==> config.mk <==
export PLATFORM = sky130hd
export DESIGN_NAME = rgb_led_pwm_ctrl
export DESIGN_NICKNAME = d
export VERILOG_FILES = /design/src/rtl/rgb_led_pwm_ctrl.sv
export SDC_FILE = /design/constraint.sdc
export NUM_CORES = 1
export LEC_CHECK = 0
export BUFFER_PORTS_ARGS = -buffer_cell sky130_fd_sc_hd__buf_4
export CELL_PAD_IN_SITES_DETAIL_PLACEMENT = 1
export CELL_PAD_IN_SITES_GLOBAL_PLACEMENT = 1
export CORE_MARGIN = 2
export CORE_UTILIZATION = 40
export CTS_BUF_LIST = sky130_fd_sc_hd__clkbuf_16
export CTS_CLUSTER_DIAMETER = 50
export CTS_CLUSTER_SIZE = 16
export DETAILED_ROUTE_END_ITERATION = 7
export GPL_TIMING_DRIVEN = 0
export PLACE_DENSITY = 0.69
export SYNTH_ARGS = -nofsm -noshare
export SYNTH_HDL_FRONTEND = slang
export SYNTH_SLANG_ARGS = --single-unit
==> constraint.sdc <==
create_clock -name clk -period 11.4 [get_ports clk]
set_input_delay 2.28 -clock clk [delete_from_list [all_inputs] [get_ports clk]]
set_output_delay 2.28 -clock clk [all_outputs]
set_load 0.02 [all_outputs]
==> src/rtl/rgb_led_pwm_ctrl.sv <==
// rgb_led_pwm_ctrl
//   N-LED RGB PWM controller. Each LED has a mode (OFF/STATIC/BLINK/BREATHE)
//   and three colour duties, loaded one LED at a time through a valid/ready
//   config port. A new config is held in a single shadow register. It is
//   copied into the LED's active registers only at a PWM period boundary, so
//   an output never changes duty in the middle of a period.
//
// Ports
//   clk        system clock
//   rst        asynchronous reset, active low
//   cfg_valid  config request
//   cfg_ready  config accept; a transfer happens on cfg_valid && cfg_ready
//   cfg_idx    target LED index
//   cfg_mode   0=OFF 1=STATIC 2=BLINK 3=BREATHE
//   cfg_r/g/b  colour duties
//   cfg_err    one-cycle pulse after a transfer whose cfg_idx is out of range
//   pwm_sync   one-cycle pulse on the first output cycle of each PWM period
//   led_r/g/b  registered PWM outputs, active high, one bit per LED
module rgb_led_pwm_ctrl #(
  parameter int CLK_FREQ   = 12000000,
  parameter int PWM_FREQ   = 20000,
  parameter int N_LEDS     = 2,
  parameter int DUTY_W     = 8,
  parameter int BLINK_HZ   = 2,
  parameter int BREATHE_HZ = 512,
  localparam int IDX_W     = (N_LEDS > 1) ? $clog2(N_LEDS) : 1
) (
  input  logic              clk,
  input  logic              rst,
  input  logic              cfg_valid,
  output logic              cfg_ready,
  input  logic [IDX_W-1:0]  cfg_idx,
  input  logic [1:0]        cfg_mode,
  input  logic [DUTY_W-1:0] cfg_r,
  input  logic [DUTY_W-1:0] cfg_g,
  input  logic [DUTY_W-1:0] cfg_b,
  output logic              cfg_err,
  output logic              pwm_sync,
  output logic [N_LEDS-1:0] led_r,
  output logic [N_LEDS-1:0] led_g,
  output logic [N_LEDS-1:0] led_b
);

  localparam int MAX         = (1 << DUTY_W) - 1;
  localparam int PRESC_RAW   = CLK_FREQ / (PWM_FREQ * MAX);
  localparam int PRESC       = (PRESC_RAW < 1) ? 1 : PRESC_RAW;
  localparam int BLINK_RAW   = CLK_FREQ / (2 * BLINK_HZ);
  localparam int BLINK_DIV   = (BLINK_RAW < 1) ? 1 : BLINK_RAW;
  localparam int BRTH_RAW    = CLK_FREQ / BREATHE_HZ;
  localparam int BRTH_DIV    = (BRTH_RAW < 1) ? 1 : BRTH_RAW;
  localparam int PRESC_W     = $clog2(PRESC + 1);
  localparam int BLINK_W     = $clog2(BLINK_DIV + 1);
  localparam int BRTH_W      = $clog2(BRTH_DIV + 1);
  localparam int PW          = 2 * DUTY_W + 1;

  localparam logic [DUTY_W-1:0] MAX_V    = DUTY_W'(MAX);
  localparam logic [DUTY_W-1:0] LAST_CNT = DUTY_W'(MAX - 1);
  localparam logic [DUTY_W-1:0] ONE_D    = DUTY_W'(1);
  localparam logic [31:0]       N_LEDS_U = 32'(N_LEDS);

  localparam logic [1:0] MODE_OFF    = 2'd0;
  localparam logic [1:0] MODE_STATIC = 2'd1;
  localparam logic [1:0] MODE_BLINK  = 2'd2;

  // Timebase and shared pattern generators
  logic [PRESC_W-1:0] presc_cnt_q, presc_cnt_d;
  logic [DUTY_W-1:0]  pwm_cnt_q, pwm_cnt_d;
  logic [BLINK_W-1:0] blink_cnt_q, blink_cnt_d;
  logic               blink_phase_q, blink_phase_d;
  logic [BRTH_W-1:0]  brth_cnt_q, brth_cnt_d;
  logic [DUTY_W-1:0]  env_q, env_d;
  logic               env_up_q, env_up_d;
  logic               presc_tick;
  logic               at_boundary;
  logic [DUTY_W:0]    env_p1;

  // Config path
  logic                   pending_q, pending_d;
  logic [IDX_W-1:0]       sh_idx_q, sh_idx_d;
  logic [1:0]             sh_mode_q, sh_mode_d;
  logic [2:0][DUTY_W-1:0] sh_duty_q, sh_duty_d;
  logic                   cfg_err_q, cfg_err_d;
  logic                   pwm_sync_q, pwm_sync_d;
  logic                   accept;
  logic                   idx_bad;
  logic                   apply;

  // Per-LED state; colour index 0=r, 1=g, 2=b
  logic [N_LEDS-1:0][1:0]             mode_q, mode_d;
  logic [N_LEDS-1:0][2:0][DUTY_W-1:0] duty_q, duty_d;
  logic [N_LEDS-1:0][2:0][DUTY_W-1:0] eff_q, eff_d;
  logic [N_LEDS-1:0][2:0]             led_q, led_d;

  assign presc_tick  = (presc_cnt_q == PRESC_W'(PRESC - 1));
  // The first cycle of a period is the only one with both counters at zero,
  // including the very first cycle after reset.
  assign at_boundary = (presc_cnt_q == '0) && (pwm_cnt_q == '0);
  assign env_p1      = {1'b0, env_q} + (DUTY_W + 1)'(1);

  always_comb begin
    presc_cnt_d   = presc_tick ? '0 : presc_cnt_q + PRESC_W'(1);
    pwm_cnt_d     = pwm_cnt_q;
    if (presc_tick) begin
      pwm_cnt_d = (pwm_cnt_q == LAST_CNT) ? '0 : pwm_cnt_q + ONE_D;
    end

    blink_cnt_d   = blink_cnt_q + BLINK_W'(1);
    blink_phase_d = blink_phase_q;
    if (blink_cnt_q == BLINK_W'(BLINK_DIV - 1)) begin
      blink_cnt_d   = '0;
      blink_phase_d = ~blink_phase_q;
    end

    // Triangle envelope: direction flips on the endpoint itself, so neither
    // 0 nor MAX is held for two steps.
    brth_cnt_d = brth_cnt_q + BRTH_W'(1);
    env_d      = env_q;
    env_up_d   = env_up_q;
    if (brth_cnt_q == BRTH_W'(BRTH_DIV - 1)) begin
      brth_cnt_d = '0;
      if (env_up_q) begin
        if (env_q == MAX_V) begin
          env_d    = env_q - ONE_D;
          env_up_d = 1'b0;
        end else begin
          env_d = env_q + ONE_D;
        end
      end else begin
        if (env_q == '0) begin
          env_d    = env_q + ONE_D;
          env_up_d = 1'b1;
        end else begin
          env_d = env_q - ONE_D;
        end
      end
    end
  end

  assign cfg_ready = ~pending_q;
  assign accept    = cfg_valid && cfg_ready;
  assign idx_bad   = ({{(32 - IDX_W){1'b0}}, cfg_idx} >= N_LEDS_U);
  assign apply     = at_boundary && pending_q;

  always_comb begin
    pending_d  = pending_q;
    sh_idx_d   = sh_idx_q;
    sh_mode_d  = sh_mode_q;
    sh_duty_d  = sh_duty_q;
    cfg_err_d  = 1'b0;
    pwm_sync_d = at_boundary;
    if (apply) begin
      pending_d = 1'b0;
    end
    // accept and apply are exclusive: accept needs pending_q low.
    if (accept) begin
      if (idx_bad) begin
        cfg_err_d = 1'b1;
      end else begin
        pending_d = 1'b1;
        sh_idx_d  = cfg_idx;
        sh_mode_d = cfg_mode;
        sh_duty_d = {cfg_b, cfg_g, cfg_r};
      end
    end
  end

  // The shadow copy feeds the effective-duty latch in the same cycle, so the
  // period that starts at this boundary already uses the new settings. The
  // LED compare also uses eff_d so the latched duty covers pwm_cnt == 0.
  always_comb begin
    mode_d = mode_q;
    duty_d = duty_q;
    eff_d  = eff_q;
    led_d  = '0;
    for (int i = 0; i < N_LEDS; i++) begin
      if (apply && (sh_idx_q == IDX_W'(i))) begin
        mode_d[i] = sh_mode_q;
        duty_d[i] = sh_duty_q;
      end
      for (int c = 0; c < 3; c++) begin
        if (at_boundary) begin
          case (mode_d[i])
            MODE_OFF:    eff_d[i][c] = '0;
            MODE_STATIC: eff_d[i][c] = duty_d[i][c];
            MODE_BLINK:  eff_d[i][c] = blink_phase_q ? duty_d[i][c] : '0;
            default:     eff_d[i][c] = DUTY_W'((PW'(duty_d[i][c]) * PW'(env_p1)) >> DUTY_W);
          endcase
        end
        led_d[i][c] = (pwm_cnt_q < eff_d[i][c]);
      end
    end
  end

  always_ff @(posedge clk or negedge rst) begin
    if (!rst) begin
      presc_cnt_q   <= '0;
      pwm_cnt_q     <= '0;
      blink_cnt_q   <= '0;
      blink_phase_q <= 1'b0;
      brth_cnt_q    <= '0;
      env_q         <= '0;
      env_up_q      <= 1'b1;
      pending_q     <= 1'b0;
      sh_idx_q      <= '0;
      sh_mode_q     <= '0;
      sh_duty_q     <= '0;
      cfg_err_q     <= 1'b0;
      pwm_sync_q    <= 1'b0;
      mode_q        <= '0;
      duty_q        <= '0;
      eff_q         <= '0;
      led_q         <= '0;
    end else begin
      presc_cnt_q   <= presc_cnt_d;
      pwm_cnt_q     <= pwm_cnt_d;
      blink_cnt_q   <= blink_cnt_d;
      blink_phase_q <= blink_phase_d;
      brth_cnt_q    <= brth_cnt_d;
      env_q         <= env_d;
      env_up_q      <= env_up_d;
      pending_q     <= pending_d;
      sh_idx_q      <= sh_idx_d;
      sh_mode_q     <= sh_mode_d;
      sh_duty_q     <= sh_duty_d;
      cfg_err_q     <= cfg_err_d;
      pwm_sync_q    <= pwm_sync_d;
      mode_q        <= mode_d;
      duty_q        <= duty_d;
      eff_q         <= eff_d;
      led_q         <= led_d;
    end
  end

  assign cfg_err  = cfg_err_q;
  assign pwm_sync = pwm_sync_q;

  generate
    for (genvar gi = 0; gi < N_LEDS; gi++) begin : g_led_out
      assign led_r[gi] = led_q[gi][0];
      assign led_g[gi] = led_q[gi][1];
      assign led_b[gi] = led_q[gi][2];
    end
  endgenerate

endmodule

### Word level (Yosys, flattened, before mapping)

Index checks and enable logic that the tools add are counted.

* logic and storage cells: 106
* register bits after elaboration: 192
* output and inout port bits: 9

* reduce and logical (&&, ||, !) cells: 11
* magnitude comparators: 6
* multiplexer cells: 34
* $add $sub $neg: 7
* multiply operators: 6
* bitwise gates (word level): 3
* equal/unequal tests: 9

Operators with widths (count)
* $pmux W8 S3: 6
* $mux W8: 16
* $mul A8 B9 Y16: 6
* $lt A8 B8 Y1: 6
* $mux W24: 2
* $add A22 B1 Y22 const B: 1
* $eq A22 B22 Y1 const B: 1
* $mux W22: 1
* $add A8 B1 Y8 const B: 2
* $eq A8 B8 Y1 const B: 2
* $logic_not A8 Y1: 2
* $add A15 B1 Y15 const B: 1
* $eq A15 B15 Y1 const B: 1
* $mux W15: 1
* $add A8 B1 Y9 const B: 1
* $sub A8 B1 Y8 const B: 1
* $eq A2 B1 Y1 const B: 3
* $logic_not A2 Y1: 3
* $mux W2: 3
* $logic_and A1 B1 Y1: 5
* $mux W1: 5
* $eq A2 B2 Y1 const B: 2
* $not A1 Y1: 3
* $add A2 B1 Y2 const B: 1
* $reduce_bool A2 Y1: 1

### Longest topological paths before layout

* depth after elaboration: 9
* mapped depth: 32

### Least setup slack after synthesis

No wires, ideal clock.

* path type: reg-to-reg
* start point: register pwm_cnt_q[0]
* end point: register led_q (netlist bit led_r[1])
* library setup time: 104 ps
* period minus slack after synthesis: 7935 ps
* slack: 3465 ps
* buffers on the path: 2
* data arrival time: 7832 ps
* data required time: 11296 ps
* cell stages (with the launch flop): 29
* cells stage by stage: dfrtp_1 > inv_1 > ha_1 > or4b_4 > nor4_4 > buf_2 > buf_2 > mux2i_1 > inv_1 > and2_1 > fa_1 > fa_1 > inv_1 > fa_1 > inv_1 > fa_1 > ha_1 > a2111oi_0 > o31a_1 > a221oi_1 > a41oi_1 > nand2b_1 > xnor2_1 > o22ai_1 > mux2i_1 > ha_1 > a2111oi_0 > nand2_1 > a221oi_1

RTL lines
* start, declared: line 67 `logic [DUTY_W-1:0] pwm_cnt_q, pwm_cnt_d;`
* start signal, assigned: line 215 `pwm_cnt_q <= pwm_cnt_d;`
* end signal, assigned: line 230 `led_q <= led_d;`
* end, declared: line 92 `logic [N_LEDS-1:0][2:0] led_q, led_d;`

==> flow_metrics.tcl <==
set metrics [dict create \
    status "complete, but fails checks" \
    violations "max-capacitance violations, max-slew violations" \
    slew_viol_final 10 \
    drc 0 \
    startpoint_type "flip-flop" \
    rsz0062_at_grt "false" \
    final-setup-viol-count 0 \
    min_path_type "reg2reg" \
    p_per_area_mw_per_mm2 69.5 \
    nFillCells 6304 \
    use_met2_pct 42.2 \
    initial_core_util_pct 40.3 \
    yosysSeqAreaShare_pct 22.3 \
    cts_tree "done" \
    cts_sinks 192 \
    postSynthAreaPerCell_um2 9.03 \
    antenna_cells 0 \
    clockBufferDepth 2 \
    pin_count 39 \
    core_mm2 0.0536 \
    track_usage_pct 26.8 \
    ctsHoldBuffers 0 \
    area_growth_pct 8.23 \
    antenna_found_initial 0 \
    grt_max_degree 105 \
    ys_warn_count 0 \
    nNetsFinal 2962 \
    fin_setup_tns_ns 0 \
    die_area_mm2 0.0559 \
    leakagePower_nw 12.3 \
    cp.arrival_ns 11.38 \
    synth_edf_count 0 \
    cp_slowest_cell "mux2i_1" \
    min_from "eff_q[44]$_DFF_PN0_" \
    max_freq_mhz 91.3 \
    cap_violations 1 \
    synth_top_area_share_pct 22.2 \
    syn_nets 2904 \
    final_util_pct 43.6 \
    cts-htree-levels 4 \
    clockRootBuffer "clkbuf_16" \
    hold-worst-slack_ns 0.484 \
    grt_pass1_wl_mm 113 \
    period_minus_slack_ns 10.96 \
    r2r_end "led_b[0]$_DFF_PN0_" \
    critPathMaxFanout 10 \
    ys_ff_latch 192 \
    hold_end "eff_q[44]$_DFF_PN0_" \
    worst_ir_drop_vdd_mv 0.125 \
    hold_viol 0 \
    vias 17300 \
    place_congestion 0.904 \
    postCtsSetupRepairBufs 0 \
    r2r_cells 31 \
    chipHeight_um 236 \
    clk_latency_ns 0.53 \
    routed_wirelength_mm 72.1 \
    portBuffers 37 \
    skew_ns 0.0156 \
    synth_ff_type "dfrtp_1" \
    use_met3_pct 6.50 \
    endpoint_kind "flip-flop" \
    synth_area_mm2 0.0216 \
    synth_area_leaders "fa_1 (22%), dfrtp_1 (22%), ha_1 (14%), nor2_1 (7.2%), inv_1 (6.8%)" \
    vias_per_cell 5.48 \
    cts_resized 0 \
    path_class "reg2reg" \
    met1_usage_pct 36.2 \
    final_layout_size_suffix_gt1_share_pct 5.20 \
    r2r_start "pwm_cnt_q[1]$_DFFE_PN0P_" \
    cp_common_cell "a21o_1" \
    required_ns 11.82 \
    max_stage_delay_ns 1.06 \
    grt_pass1_vias 19000 \
    clk_pin_slew_ns 0.08 \
    cts_buffers 17 \
    synthTopCellsByCount "nor2_1 (414), inv_1 (390), ha_1 (243), fa_1 (240), dfrtp_1 (191)" \
    yosysMostFrequentCell "nor2_1" \
    syn_inst 2391 \
    detailed_place_hpwl_mm 56.9 \
    grt_busiest_layer "met2" \
    drt_iter0_drc 1093 \
    worst_pin_slew_ns 1.56 \
    gr-total-overflow 0 \
    die_w_um 236 \
    drtPass1Iterations 5 \
    r2r_setup_slack_ns 0.44 \
    synthArstFlopShare_pct 100 \
    yosysUniqueCellTypes 70 \
    slew_headroom_pct -4.56 \
    post-route-period-util_pct 96.1 \
    ant_nets 0 \
    rows 85 \
    routedWlPerCell_um 22.8 \
    holdPathStages 1 \
    synth_area_leader_cell "fa_1" \
]
critical path: cells and delay by family (launching register included):
family,cells,cell delay (ns)
and+or+nand+nor,4,1.13
xor gates and xnor gates,1,0.20
AOI/OAI and AO/OA,11,2.73
muxes,1,1.06
adders and majority gates,7,2.63
buffers and inverters,7,2.44
DFF,1,0.64
sequential cells by signal (all words and copies together) (netlist names), 4 cells and up:
signal,count
duty_q,48
eff_q,48
sh_duty_q,24
blink_cnt_q,22
brth_cnt_q,15
env_q,8
pwm_cnt_q,8
mode_q,4
per-stage QoR:
step	total power [mW]	cell area (um2)	std cells	worst slack, ns
after CTS	1.63	23400	3157	0.362
final	1.62	23400	3158	0.442
after detailed placement	0.998	22800	3125	0.410
after floorplan	0.864	21600	2391	3.46
after global placement	0.988	22700	3124	0.626
after global routing	1.67	23400	3158	0.0900
layer usage:
| layer | part of all wire (%) | wire [um] |
|---|---|---|
| met1 | 45 | 32200 |
| met2 | 46 | 32800 |
| met3 | 6.7 | 4860 |
| met4 | 3.1 | 2230 |
| met5 | 0 | 0 |
worst max-delay path by stage:
stage / slack, ns / endpoint / depth (start not counted) / start
2_1_floorplan: 3.46 / led_r[1]$_DFF_PN0_ / 28 / pwm_cnt_q[0]$_DFFE_PN0P_
3_3_place_gp: 0.63 / led_g[0]$_DFF_PN0_ / 31 / pwm_cnt_q[0]$_DFFE_PN0P_
3_5_place_dp: 0.41 / led_g[0]$_DFF_PN0_ / 31 / pwm_cnt_q[0]$_DFFE_PN0P_
4_1_cts: 0.36 / led_g[0]$_DFF_PN0_ / 31 / pwm_cnt_q[0]$_DFFE_PN0P_
5_1_grt: 0.09 / led_r[1]$_DFF_PN0_ / 28 / pwm_cnt_q[0]$_DFFE_PN0P_
6_report: 0.44 / led_b[0]$_DFF_PN0_ / 31 / pwm_cnt_q[1]$_DFFE_PN0P_
cell type report:
cell class / instances / area, um2 / area share, %
inverter: 392 / 1470 / 6.29
sequential: 192 / 4810 / 20.6
clock inverter: 15 / 150 / 0.642
buffer: 85 / 328 / 1.40
tap: 696 / 871 / 3.73
timing repair buffer: 39 / 320 / 1.37
clock buffer: 17 / 425 / 1.82
multi-input combinational: 1722 / 15000 / 64.2
where the power goes:
group / total (mW) / internal, mW / switching (mW)
registers: 0.848 / 0.731 / 0.117
logic: 0.143 / 0.0633 / 0.0792
clock network: 0.634 / 0.290 / 0.344
cells in the final DEF (no fill, tap or decap), types with 5 or more instances in the layout:
master	Yosys	routed
or3_1	9	9
and2_1	25	25
dfrtp_1	191	191
nand2b_1	8	8
mux2i_1	60	57
clkbuf_1	76	76
o31ai_1	7	7
o21ai_0	56	56
and3_1	9	9
nor2b_1	28	28
xor2_1	42	42
nor2_1	414	414
a221oi_1	13	13
nor3b_1	5	5
clkbuf_16	0	17
a2111oi_0	5	5
mux2_2	32	32
a21o_1	35	35
nand2_1	142	142
nand4_1	13	13
o21a_1	22	22
xnor2_1	72	72
fa_1	240	240
nor3_1	36	36
o22ai_1	9	9
or2_2	12	12
a211o_1	8	8
nand3_1	30	30
ha_1	243	243
buf_4	1	38
inv_1	390	390
a21oi_1	61	61
a211oi_1	7	7
a31oi_1	12	12
a221o_1	9	9
cells by family after synthesis:
logic type	synth area share, %
muxes	4.50
adders and majority gates	36.3
AOI/OAI and AO/OA	8.66
DFF	22.3
xor gates and xnor gates	4.62
buffers and inverters	8.33
other	0.0174
and+or+nand+nor	15.3
Note: power is estimated with default switching activity, not from simulation.
